### src/rtl/aibnd_clkmux_sel_ctrl_pkg.sv
// Shared types and default timing constants for the aibnd clock-mux select sequencer.
package aibnd_clksel_pkg;

  typedef enum logic [1:0] {
    IDLE   = 2'd0,
    GATE   = 2'd1,
    SWITCH = 2'd2,
    SETTLE = 2'd3
  } clksel_state_e;

  localparam int unsigned GATE_CYC_DEF   = 4;
  localparam int unsigned SETTLE_CYC_DEF = 8;
  localparam int unsigned CNT_W_DEF      = 4;

endpackage

### src/rtl/aibnd_clkmux_sel_ctrl_if.sv
// Request/status bundle between a select requester and the clock-mux select sequencer.
// Optional lock signals exist only when AIBND_CLKSEL_LOCK_EN is defined.
interface aibnd_clkmux_sel_ctrl_if;
  logic sel_req;
  logic sel_target;
  logic sel_busy;
  logic sel_done;
  logic mux_sel;
  logic clk_en;
`ifdef AIBND_CLKSEL_LOCK_EN
  logic sel_lock;
  logic sel_err;
`endif

  modport master (
    output sel_req, sel_target,
`ifdef AIBND_CLKSEL_LOCK_EN
    output sel_lock,
    input  sel_err,
`endif
    input  sel_busy, sel_done, mux_sel, clk_en
  );

  modport slave (
    input  sel_req, sel_target,
`ifdef AIBND_CLKSEL_LOCK_EN
    input  sel_lock,
    output sel_err,
`endif
    output sel_busy, sel_done, mux_sel, clk_en
  );
endinterface

### src/rtl/aibnd_clkmux_sel_ctrl_dncnt.sv
// Loadable wait counter shared by the gate and settle phases; saturates at zero.
module aibnd_clksel_dncnt #(
  parameter int unsigned CNT_W = 4
) (
  input  logic             clk,
  input  logic             rst_n,
  input  logic             load,
  input  logic [CNT_W-1:0] load_val,
  input  logic             dec,
  output logic             zero
);

  logic [CNT_W-1:0] cnt;

  always_ff @(posedge clk or negedge rst_n) begin
    if (!rst_n) begin
      cnt <= '0;
    end else if (load) begin
      cnt <= load_val;
    end else if (dec && (cnt != '0)) begin
      cnt <= cnt - CNT_W'(1);
    end
  end

  assign zero = (cnt == '0);

endmodule

### src/rtl/aibnd_clkmux_sel_ctrl.sv
// Glitch-free select sequencer for the aibnd 2:1 redundancy clock mux: gate, switch, settle.
// Optional request lock (sel_lock/sel_err) enabled by defining AIBND_CLKSEL_LOCK_EN.
module aibnd_clkmux_sel_ctrl
  import aibnd_clksel_pkg::*;
#(
  parameter int unsigned GATE_CYC   = GATE_CYC_DEF,
  parameter int unsigned SETTLE_CYC = SETTLE_CYC_DEF,
  parameter int unsigned CNT_W      = CNT_W_DEF,
  parameter logic        RST_SEL    = 1'b0
) (
  input logic                   clk,
  input logic                   rst_n,
  aibnd_clkmux_sel_ctrl_if.slave bus
);

  clksel_state_e state;
  logic          target_q;
  logic          mux_sel_q;
  logic          clk_en_q;
  logic          busy_q;
  logic          done_q;
  logic          locked;
  logic          accept;
  logic          cnt_load;
  logic [CNT_W-1:0] cnt_load_val;
  logic          cnt_dec;
  logic          cnt_zero;

`ifdef AIBND_CLKSEL_LOCK_EN
  logic err_q;

  assign locked      = bus.sel_lock;
  assign bus.sel_err = err_q;

  always_ff @(posedge clk or negedge rst_n) begin
    if (!rst_n) begin
      err_q <= 1'b0;
    end else begin
      err_q <= (state == IDLE) && bus.sel_req && bus.sel_lock;
    end
  end
`else
  assign locked = 1'b0;
`endif

  always_comb begin
    accept       = (state == IDLE) && bus.sel_req && !locked && (bus.sel_target != mux_sel_q);
    cnt_load     = accept || (state == SWITCH);
    cnt_load_val = (state == SWITCH) ? CNT_W'(SETTLE_CYC - 1) : CNT_W'(GATE_CYC - 1);
    cnt_dec      = (state == GATE) || (state == SETTLE);
  end

  aibnd_clksel_dncnt #(
    .CNT_W (CNT_W)
  ) u_dncnt (
    .clk      (clk),
    .rst_n    (rst_n),
    .load     (cnt_load),
    .load_val (cnt_load_val),
    .dec      (cnt_dec),
    .zero     (cnt_zero)
  );

  // Target is frozen at acceptance; requests seen outside IDLE are dropped.
  always_ff @(posedge clk or negedge rst_n) begin
    if (!rst_n) begin
      state     <= IDLE;
      target_q  <= RST_SEL;
      mux_sel_q <= RST_SEL;
      clk_en_q  <= 1'b1;
      busy_q    <= 1'b0;
      done_q    <= 1'b0;
    end else begin
      done_q <= 1'b0;
      case (state)
        IDLE: begin
          if (accept) begin
            target_q <= bus.sel_target;
            clk_en_q <= 1'b0;
            busy_q   <= 1'b1;
            state    <= GATE;
          end else if (bus.sel_req && !locked) begin
            done_q <= 1'b1;
          end
        end
        GATE: begin
          if (cnt_zero) state <= SWITCH;
        end
        SWITCH: begin
          mux_sel_q <= target_q;
          state     <= SETTLE;
        end
        SETTLE: begin
          if (cnt_zero) begin
            clk_en_q <= 1'b1;
            busy_q   <= 1'b0;
            done_q   <= 1'b1;
            state    <= IDLE;
          end
        end
        default: state <= IDLE;
      endcase
    end
  end

  assign bus.mux_sel  = mux_sel_q;
  assign bus.clk_en   = clk_en_q;
  assign bus.sel_busy = busy_q;
  assign bus.sel_done = done_q;

endmodule

### src/flat_wrapper.sv
// flat-port wrapper written by rule: the top's interface ports become plain ports
module aibnd_clkmux_sel_ctrl_flat import aibnd_clksel_pkg::*;
#(
  parameter int unsigned GATE_CYC   = GATE_CYC_DEF,
  parameter int unsigned SETTLE_CYC = SETTLE_CYC_DEF,
  parameter int unsigned CNT_W      = CNT_W_DEF,
  parameter logic        RST_SEL    = 1'b0
)
  (clk, rst_n, bus_sel_req, bus_sel_target, bus_sel_busy, bus_sel_done, bus_mux_sel, bus_clk_en);
  aibnd_clkmux_sel_ctrl_if bus_i ();
  input logic clk;
  input logic rst_n;
  input wire logic [$bits(bus_i.sel_req)-1:0] bus_sel_req;
  input wire logic [$bits(bus_i.sel_target)-1:0] bus_sel_target;
  output wire logic [$bits(bus_i.sel_busy)-1:0] bus_sel_busy;
  output wire logic [$bits(bus_i.sel_done)-1:0] bus_sel_done;
  output wire logic [$bits(bus_i.mux_sel)-1:0] bus_mux_sel;
  output wire logic [$bits(bus_i.clk_en)-1:0] bus_clk_en;
  assign bus_i.sel_req = bus_sel_req;
  assign bus_i.sel_target = bus_sel_target;
  assign bus_sel_busy = bus_i.sel_busy;
  assign bus_sel_done = bus_i.sel_done;
  assign bus_mux_sel = bus_i.mux_sel;
  assign bus_clk_en = bus_i.clk_en;
  aibnd_clkmux_sel_ctrl #(.GATE_CYC(GATE_CYC), .SETTLE_CYC(SETTLE_CYC), .CNT_W(CNT_W), .RST_SEL(RST_SEL)) u_core (.clk(clk), .rst_n(rst_n), .bus(bus_i));
endmodule
### config.mk
export PLATFORM = sky130hd
export DESIGN_NAME = aibnd_clkmux_sel_ctrl_flat
export DESIGN_NICKNAME = d
export VERILOG_FILES = /design/src/rtl/aibnd_clkmux_sel_ctrl_pkg.sv /design/src/rtl/aibnd_clkmux_sel_ctrl_if.sv /design/src/rtl/aibnd_clkmux_sel_ctrl_dncnt.sv /design/src/rtl/aibnd_clkmux_sel_ctrl.sv /design/src/flat_wrapper.sv
export SDC_FILE = /design/constraint.sdc
export NUM_CORES = 1
export LEC_CHECK = 0
export ABC_AREA = 1
export CORE_MARGIN = 2
export CORE_UTILIZATION = 45
export CTS_CLUSTER_SIZE = 30
export DETAILED_ROUTE_END_ITERATION = 8
export HOLD_SLACK_MARGIN = 0.08
export PLACE_DENSITY = 0.66
export RECOVER_POWER = 50
export SYNTH_ARGS = -nofsm -noshare
export SYNTH_HDL_FRONTEND = slang
export SYNTH_HIERARCHICAL = 1
export SYNTH_SLANG_ARGS = --single-unit
### constraint.sdc
create_clock -name clk -period 1.94 [get_ports clk]
set_clock_uncertainty 0.1 [all_clocks]
set_input_delay 0.194 -clock clk [delete_from_list [all_inputs] [get_ports clk]]
set_output_delay 0.194 -clock clk [all_outputs]
set_load 0.02 [all_outputs]
==> impl_metrics.tcl <==
set metrics [dict create \
    outcome "finished, final reports clean" \
    clkTransAtPathRegs_ns 0.08 \
    grt_util_all_layers 0.1517 \
    maxCapViolCount 0 \
    viasPerCell 4.589 \
    start_util 0.4834 \
    grt_overflow 0 \
    dp.final_hpwl_um 985.9 \
    synthAdderAreaFrac 0.1031 \
    area_growth_pct 16.15 \
    critPathMaxStageDelay_ns 0.42 \
    p_leak_uw 0.0004682 \
    crit_type "register to register" \
    cts.path.max_buffers 2 \
    gp_congestion 0.8347 \
    port_buffers 7 \
    crit_fanout 8 \
    hold_buffers 0 \
    path_delay_family "simple AND/OR/NAND/NOR gates" \
    diodes 0 \
    cts_resized 0 \
    vdd_ir_drop_max_v 0.0007727 \
    final_area_um2 845.8 \
    yosysUniqueCellTypes 19 \
    num_vias 592 \
    crit_chain "inv_1, ha_1, nand2_1, inv_2, nand3_4, nand2_1, inv_2, nand3b_1, nand2_1, clkinv_1, nand2_1" \
    netlist.area_leader.share 0.3436 \
    core_area_um2 1506 \
    synthCells 101 \
    rsz0062_at_grt "false" \
    max_clock_freq_ghz 0.5846 \
    grt_pass1_vias 558 \
    synth_xor_area_frac 0 \
    cts_tree "built" \
    rows 14 \
    clock_latency_ns 0.26 \
    synth_top_family_by_area "simple AND/OR/NAND/NOR gates" \
    layout_common_cells "43 x nand2_1, 12 x inv_1, 10 x dfrtp_1" \
    crit_path_end_kind "register" \
    wire_per_inst_um 9.465 \
    drv_slew 0 \
    finalHoldViolCount 0 \
    p_per_area_nw_per_um2 1741 \
    cp.arrival_ns 1.77 \
    ios 8 \
    wirelength_um 1221 \
    cts_root_buffer "clkbuf_4" \
    final_util 0.5615 \
    fin_crit_ns 1.710 \
    postCtsSetupRepairBufs 0 \
    place_inst 125 \
    syn-cell-area_um2 728.2 \
    antenna_found_initial 0 \
    final_cell_count_no_fill 129 \
    grt_first_pass_wirelength_um 2166 \
    seq_area_frac_synth 0.3797 \
    path_buf_inv 4 \
    yosysWarnings 6 \
    setup_tns_ns 0 \
    drc 0 \
    yosys.area_share.simple 0.3952 \
    min_period_over_period 0.8817 \
    max_slew.worst_pin.slew_ns 0.5201 \
    synth_seq_cells 11 \
    hp-class "input port to async pin" \
    drtAntennaViolNets 0 \
    worstSetupStartpointType "register" \
    cp_common_cell "nand2_1" \
    synth_area_leaders "dfrtp_1 34%, nand2_1 22%, ha_1 10%, inv_1 6.2%, nand3_1 4.8%" \
    synthMuxAreaShare 0 \
    grt_max_degree 12 \
    drt_pre_antenna_iters 3 \
    synth_compound_area_frac 0.03436 \
    cts_sinks 11 \
    cp.required_ns 2.00 \
    die-area_um2 1956 \
    die_y_um 44.23 \
    dr.first_iter.drc_count 5 \
    final_common_cell "nand2_1" \
    numCtsBuffers 3 \
    power_uw 1473 \
    placed_area_um2 822.0 \
    final_layout_size_suffix_gt1_frac 0.1150 \
    setup_viol 0 \
    slew_headroom 0.6521 \
    die_w_um 44.23 \
    htree_levels 1 \
    finalNetCount 124 \
    avgSynthCellArea_um2 7.210 \
    slowest_stage "dfrtp_1" \
    synth_top_cell_by_area "dfrtp_1" \
]
==> power by group <==
group / switching [uW] / internal [uW]
Combinational: 539 / 346
Sequential: 82.2 / 347
Clock: 79.5 / 79.4
==> cell type report <==
type                            instances  area, um^2
Clock buffer                            4       26.28
Tap cell                               16       20.02
Multi-Input combinational cell         76       396.6
Fill cell                             144       660.6
Timing Repair Buffer                    7       70.07
Inverter                               15       56.30
Sequential cell                        11       276.5
==> final timing paths <==
check	startpoint	to	slack (ns)	depth (start not counted)
max	u_core/state[1]	u_core/u_dncnt/cnt[3]	0.23	11
min	rst_n	u_core/u_dncnt/cnt[1]	0.24	1
max reg2reg	u_core/state[1]	u_core/u_dncnt/cnt[3]	0.23	11
min reg2reg	u_core/bus.clk_en	u_core/bus.clk_en	0.36	2
max in group asynchronous	rst_n	u_core/bus.clk_en	1.14	1
min in group clk	u_core/bus.clk_en	u_core/bus.clk_en	0.36	2
==> Yosys cell counts <==
cell type,count
dfstp_2,1
nand2_2,4
nand2_4,1
a21oi_1,1
o21ai_0,4
inv_1,12
inv_2,2
nor2_1,2
ha_1,6
nand3_4,1
conb_1,2
or2_2,1
nand2_1,42
dfrtp_1,10
nand3_1,7
clkinv_1,1
nand3b_1,2
or2_1,1
nor2_2,1
==> cell families after synthesis <==
| family | Yosys count |
|---|---|
| adder cells (fa/ha/maj) | 6 |
| AO/OA/AOI/OAI | 5 |
| buffers and inverters | 15 |
| flip-flops | 11 |
| AND/OR/NAND/NOR | 62 |
| other | 2 |
==> stage by stage <==
step                      hold slack, ns  setup slack (ns)
after floorplan                  -0.2016            0.3668
after global placement            0.3492            0.2777
after detailed placement          0.3501            0.2159
after CTS                         0.1773            0.2078
after global routing              0.2752           0.02891
final                             0.2360            0.2296
==> state kept, by name, summed over array words and instances, names as in the netlist <==
register,flops
u_core/bus.sel_busy,1
u_core/u_dncnt/cnt,4
u_core/bus.mux_sel,1
u_core/target_q,1
u_core/bus.sel_done,1
u_core/state,2
u_core/bus.clk_en,1
==> routing by layer <==
metal / global-route usage / part of all wire / vias to the layer above
met5: 0 / 0 / -
met2: 0.2500 / 0.44 / 8
li1: - / - / 329
met1: 0.1881 / 0.51 / 253
met4: 0.07273 / 0.014 / 0
met3: 0.03265 / 0.037 / 2
Note: power is estimated with default switching activity, not from simulation.
==> edit 1: new RTL, config.mk and constraints unchanged <==
Encoding of `clksel_state_e`: now one-hot (4 bits for 4 states).
--- a/src/rtl/aibnd_clkmux_sel_ctrl_pkg.sv
+++ b/src/rtl/aibnd_clkmux_sel_ctrl_pkg.sv
@@ -1,11 +1,11 @@
 // Shared types and default timing constants for the aibnd clock-mux select sequencer.
 package aibnd_clksel_pkg;
 
-  typedef enum logic [1:0] {
-    IDLE   = 2'd0,
-    GATE   = 2'd1,
-    SWITCH = 2'd2,
-    SETTLE = 2'd3
+  typedef enum logic [3:0] {
+    IDLE   = 4'b0001,
+    GATE   = 4'b0010,
+    SWITCH = 4'b0100,
+    SETTLE = 4'b1000
   } clksel_state_e;
 
   localparam int unsigned GATE_CYC_DEF   = 4;
Behaviour: same outputs for any inputs over 10 cycles, from zero or initial values and one cycle with rst_n low; not proved beyond that.
==> edit 1 against the original RTL <==
- global-route usage grew 1.9 points
- synthesized cell count grew 3.0%
- final area grew 6.7%
- synthesized area grew 6.4%
- sequential cell count grew 2
- first-iteration DRC count is the same
- worst setup slack gained 0.017 ns
- core utilization grew 1.7 points
- wire length grew 8.7%
- power shrank 6.6%
- critical path type is now reg2out
- critical endpoint is now bus_clk_en
- largest cell class unchanged
==> edit 1: results (changes against the original RTL) <==
| Metric | Value |
|---|---|
| CTS clk-pin slew, worst paths | 0.08 ns (about the same) |
| Crit path max-delay family | buffers and inverters |
| Rel. slew slack | 60.2% (-5.0 points) |
| Fillers | 144 (unchanged) |
| Initial DRC count | 5 (unchanged) |
| Synth Area in XOR/XNOR | 0% (unchanged) |
| Status | complete, no violations |
| Worst EP arrival | 1.40 ns (-0.37 ns) |
| Ant diodes | 0 (unchanged) |
| Vias post-DR | 666 (+13%) |
| Critical Path Source | u_core/bus.clk_en$_DFFE_PN1P_ |
| TritonCTS buffer count | 3 (unchanged) |
| First-pass GRT wire length | 2450 um (+13%) |
| Critical path fanouts, max | 2 (-6) |
| Critical path's largest stage delay | 0.59 ns (+0.17 ns) |
| Port buffer count | 7 (unchanged) |
| Vias in the first global route | 569 (+2.0%) |
| Gr usage total | 17.1% (+1.9 points) |
| Fraction of registers with async set/reset | 100% (unchanged) |
| Reg2reg end | u_core/u_dncnt/cnt[3]$_DFFE_PN0P_ |
| Root buffer cell | clkbuf_4 |
| Share of post-route cells with drive strength above 1 | 14.5% (+3.0 points) |
| Clk buf depth | 2 (unchanged) |
| Final setup margin | 0.246 ns (+0.0166 ns) |
| Gpl congestion | 0.820 (-1.8%) |
| FF-to-FF path depth | 9 (-2) |
| NetSw | 614 uW (-12%) |
| HPWL Detailed | 1020 um (+3.8%) |
| Adder-cell share of the synthesized area | 1.62% (-8.7 points) |
| Sequential share of the synthesized area | 42.3% (+4.4 points) |
| Post-synthesis mux area share | 0% (unchanged) |
| Setup Buffers After CTS | 0 (unchanged) |
| Biggest regs | u_core/state x4, u_core/u_dncnt/cnt x4 |
| Initial antenna violation count | 0 (unchanged) |
| H-tree lvl count | 1 (unchanged) |
| HP Class | in2async |
| Most common flop cell mapped by yosys | dfrtp_1 |
| Worst-Skew Late Latency | 0.28 ns (+0.02 ns) |
| TritonRoute pass-1 iters | 6 (+3) |
| Compound-gate portion of the synthesized area | 4.36% (+0.93 points) |
| R2R Setup Slk | 0.28 ns (+0.05 ns) |
| Post-Place Worst Slack | 0.171 ns (-0.0452 ns) |
| LEAKAGE | 0.518 nW (+11%) |
| Wire per inst | 9.98 um (+5.4%) |
| Largest net degree at the start of global routing | 14 (+2) |
| Yosys cell types | 21 (+2) |
| Ys Warns | 6 (unchanged) |
| VDD IR max | 752 uV (-2.7%) |
| Post-cts resize count | 0 (unchanged) |
| FF-to-FF Start | u_core/state[0]$_DFFE_PN1P_ |
| Top cells by count, synth | nand2_1 (38), inv_1 (14), dfrtp_1 (11), nand3_1 (10) |
| Max stage delay cell, worst path | clkdlybuf4s50_1 |
| Synth top area cells | dfrtp_1 (36%), nand2_1 (18%), dfstp_2 (6.8%) |
| Worst Setup EP | bus_clk_en |
| Final nets | 123 (-0.81%) |
[edit 1: per-stage QoR]
step	area [um^2]	total power, mW	std cells	utilization (%)	hold WS, ns
2_1_floorplan	778	1.04	105	-	-0.202
3_5_place_dp	876	1.22	129	56.2	0.360
5_1_grt	902	1.53	133	57.9	0.318
3_3_place_gp	876	1.21	129	56.2	0.353
4_1_cts	902	1.39	133	57.9	0.202
6_report	902	1.38	133	57.9	0.254
[edit 1: power groups by stage]
stage / Sequential, mW / Clock, mW / Combinational [mW]
6_report: 0.462 / 0.171 / 0.743
3_5_place_dp: 0.469 / 0 / 0.747
3_3_place_gp: 0.467 / 0 / 0.748
2_1_floorplan: 0.481 / 0 / 0.559
4_1_cts: 0.463 / 0.178 / 0.753
5_1_grt: 0.481 / 0.188 / 0.859
[edit 1: cells by family (layout without fill, tap and decap cells)]
kind of cell	Yosys count	count (layout)
buffers and inverters	17	29
and+or+nand+nor	65	65
other	2	3
DFF	13	13
adders and majority gates	1	1
AOI/OAI and AO/OA	6	6
[edit 1: metal layers]
metal	part of all wire, %	track usage [%]	up-vias
li1	-	-	346
met1	51	23.9	304
met2	44	23.9	12
met3	3.5	3.57	4
met4	1.9	10.6	0
met5	0	0	-
[edit 1: area by class of cell]
type / instances / area share, %
Multi-Input combinational cell: 75 / 42.9
Sequential cell: 13 / 36.3
Timing Repair Buffer: 8 / 8.60
Inverter: 17 / 7.07
Clock buffer: 4 / 2.91
Tap cell: 16 / 2.22
==> edit 2: new RTL, config.mk and constraints unchanged <==
Without the edit above. `RST_SEL` is set to 1'b0 in 2 places; all go to 1'b1.
--- a/src/rtl/aibnd_clkmux_sel_ctrl.sv
+++ b/src/rtl/aibnd_clkmux_sel_ctrl.sv
@@ -6,7 +6,7 @@
   parameter int unsigned GATE_CYC   = GATE_CYC_DEF,
   parameter int unsigned SETTLE_CYC = SETTLE_CYC_DEF,
   parameter int unsigned CNT_W      = CNT_W_DEF,
-  parameter logic        RST_SEL    = 1'b0
+  parameter logic        RST_SEL    = 1'b1
 ) (
   input logic                   clk,
   input logic                   rst_n,
--- a/src/flat_wrapper.sv
+++ b/src/flat_wrapper.sv
@@ -4,7 +4,7 @@
   parameter int unsigned GATE_CYC   = GATE_CYC_DEF,
   parameter int unsigned SETTLE_CYC = SETTLE_CYC_DEF,
   parameter int unsigned CNT_W      = CNT_W_DEF,
-  parameter logic        RST_SEL    = 1'b0
+  parameter logic        RST_SEL    = 1'b1
 )
   (clk, rst_n, bus_sel_req, bus_sel_target, bus_sel_busy, bus_sel_done, bus_mux_sel, bus_clk_en);
   aibnd_clkmux_sel_ctrl_if bus_i ();
Behaviour: not the same (Yosys sat finds a counterexample within 4 cycles, from zero or initial values and one cycle with rst_n low).
==> edit 2 against the original RTL <==
- first-iteration DRC count shrank 20%
- global-route usage increased by 0.51 points
- synthesized area is 0.34% higher
- synthesized cell count is the same
- via count grew 0.68%
- worst setup slack got worse by 0.021 ns
- sequential power rose by 4%
- non-clock buffer count unchanged
- final area is 0.59% higher
- wire length is 2.0% lower
- power increased by 1.0%
- sequential cell count unchanged
- largest cell class unchanged
- largest power group unchanged
==> edit 2: results (changes against the original RTL) <==
| Metric | Value |
|---|---|
| HP Class | in2async |
| CTS clk-pin slew, worst paths | around 0.07 ns |
| Critical path's largest stage delay | 0.42 ns (about the same) |
| Top cells by count, synth | nand2_1 (42), inv_1 (12), dfrtp_1 (8), nand3_1 (7), ha_1 (6) |
| Yosys cell types | 19 (unchanged) |
| Clk buf depth | 2 (unchanged) |
| Sequential share of the synthesized area | 38.2% (+0.21 points) |
| Hold Fails Final Rpt | 0 (unchanged) |
| Post-synth EDFFs | 0 (unchanged) |
| FF-to-FF path depth | 11 (unchanged) |
| H-tree lvl count | 1 (unchanged) |
| Setup Buffers After CTS | 0 (unchanged) |
| Initial antenna violation count | 0 (unchanged) |
| Vias post-DR | 596 (+0.68%) |
| Startpoint Class | flop |
| LEAKAGE | 0.464 nW (-0.87%) |
| Biggest regs | u_core/u_dncnt/cnt x4, u_core/state x2 |
| Crit path max-delay family | simple AND/OR/NAND/NOR gates |
| TritonCTS buffer count | 3 (unchanged) |
| R2R Setup Slk | 0.21 ns (-0.02 ns) |
| Critical Path Source | u_core/state[1]$_DFFE_PN0P_ |
| Root buffer cell | clkbuf_4 |
| Critical path class | reg2reg |
| Status | complete, no violations |
| Share of post-route cells with drive strength above 1 | 14.2% (+2.7 points) |
| Gr usage total | 15.7% (+0.51 points) |
| Critical path fanouts, max | 8 (unchanged) |
| Fillers | 150 (+4.2%) |
| Mean post-synth cell area | 7.23 um^2 (+0.34%) |
| Synth top area cells | dfrtp_1 (27%), nand2_1 (22%), dfstp_2 (11%) |
| Ys Warns | 6 (unchanged) |
| First-pass GRT wire length | 2150 um (-0.65%) |
| Final nets | 124 (unchanged) |
| Wire per inst | 9.27 um (-2.0%) |
| Max stage delay cell, worst path | dfrtp_1 |
| Fraction of registers with async set/reset | 100% (unchanged) |
| Worst EP arrival | 1.79 ns (+0.02 ns) |
| VDD IR max | 827 uV (+7.0%) |
| Ant diodes | 0 (unchanged) |
| Final WL | 1200 um (-2.0%) |
| Met3 Use GR | 3.67% (+0.41 points) |
| Most common flop cell mapped by yosys | dfrtp_1 |
| Gpl congestion | 0.738 (-12%) |
| # placed instances | 125 (unchanged) |
| Largest net degree at the start of global routing | 12 (unchanged) |
| Port buffer count | 7 (unchanged) |
| Reg2reg end | u_core/u_dncnt/cnt[2]$_DFFE_PN0P_ |
| Worst-Skew Late Latency | 0.26 ns (about the same) |
| HPWL Detailed | 981 um (-0.52%) |
| TritonRoute pass-1 iters | 4 (+1) |
| Vias in the first global route | 522 (-6.5%) |
| Met1 Use GR | 19.1% (+0.26 points) |
| Rel. slew slack | 66.4% (+1.2 points) |
| Met2 GRT Util | 23.5% (-1.5 points) |
| Initial DRC count | 4 (-1) |
| Post-cts resize count | 0 (unchanged) |
## edit 2: cell count changes in the layout (fill, tap and decap cells not counted)
cell / unedited run / this run
dfstp_2: 1 / 3
nand2_2: 3 / 4
nand2_1: 43 / 42
dfrtp_1: 10 / 8
## edit 2: power by group
part | internal (mW) | switching [mW] | total [mW]
combinational | 0.350 | 0.541 | 0.891
clock | 0.0795 | 0.0723 | 0.152
sequential | 0.360 | 0.0843 | 0.445
## edit 2: metal layers
metal | wire (um) | vias up | share of wire (%)
met1 | 598 | 257 | 50
met4 | 19 | 0 | 1.6
met3 | 16 | 2 | 1.3
met5 | 0 | - | 0
met2 | 562 | 6 | 47
li1 | - | 331 | -
## edit 2: kinds of logic (layout without fill, tap and decap cells)
group	after synthesis	count (layout)	synth area share [%]
flops	11	11	38.2
simple gates	62	62	39.4
other cells	2	3	1.03
compound gates	5	5	3.42
fa+ha+maj	6	6	10.3
buf+inv	15	26	7.70
## edit 2: cell type report
type                       count  area (um^2)  share of cell area [%]
sequential                    11          279                    32.8
clock buffer                   4         26.3                    3.09
timing repair buffer           7         70.1                    8.24
multi-input combinational     76          399                    46.9
tap                           16         20.0                    2.35
inverter                      15         56.3                    6.62
## edit 2: per-stage QoR
step	total power [mW]	area [um^2]	hold WS (ns)	worst slack, ns	util (%)
after floorplan	1.14	734	-0.202	0.367	-
after global placement	1.33	825	0.353	0.246	54.7
after detailed placement	1.35	825	0.353	0.211	54.7
after CTS	1.51	851	0.169	0.204	56.5
after global routing	1.68	851	0.243	0.00308	56.5
final	1.49	851	0.234	0.208	56.5
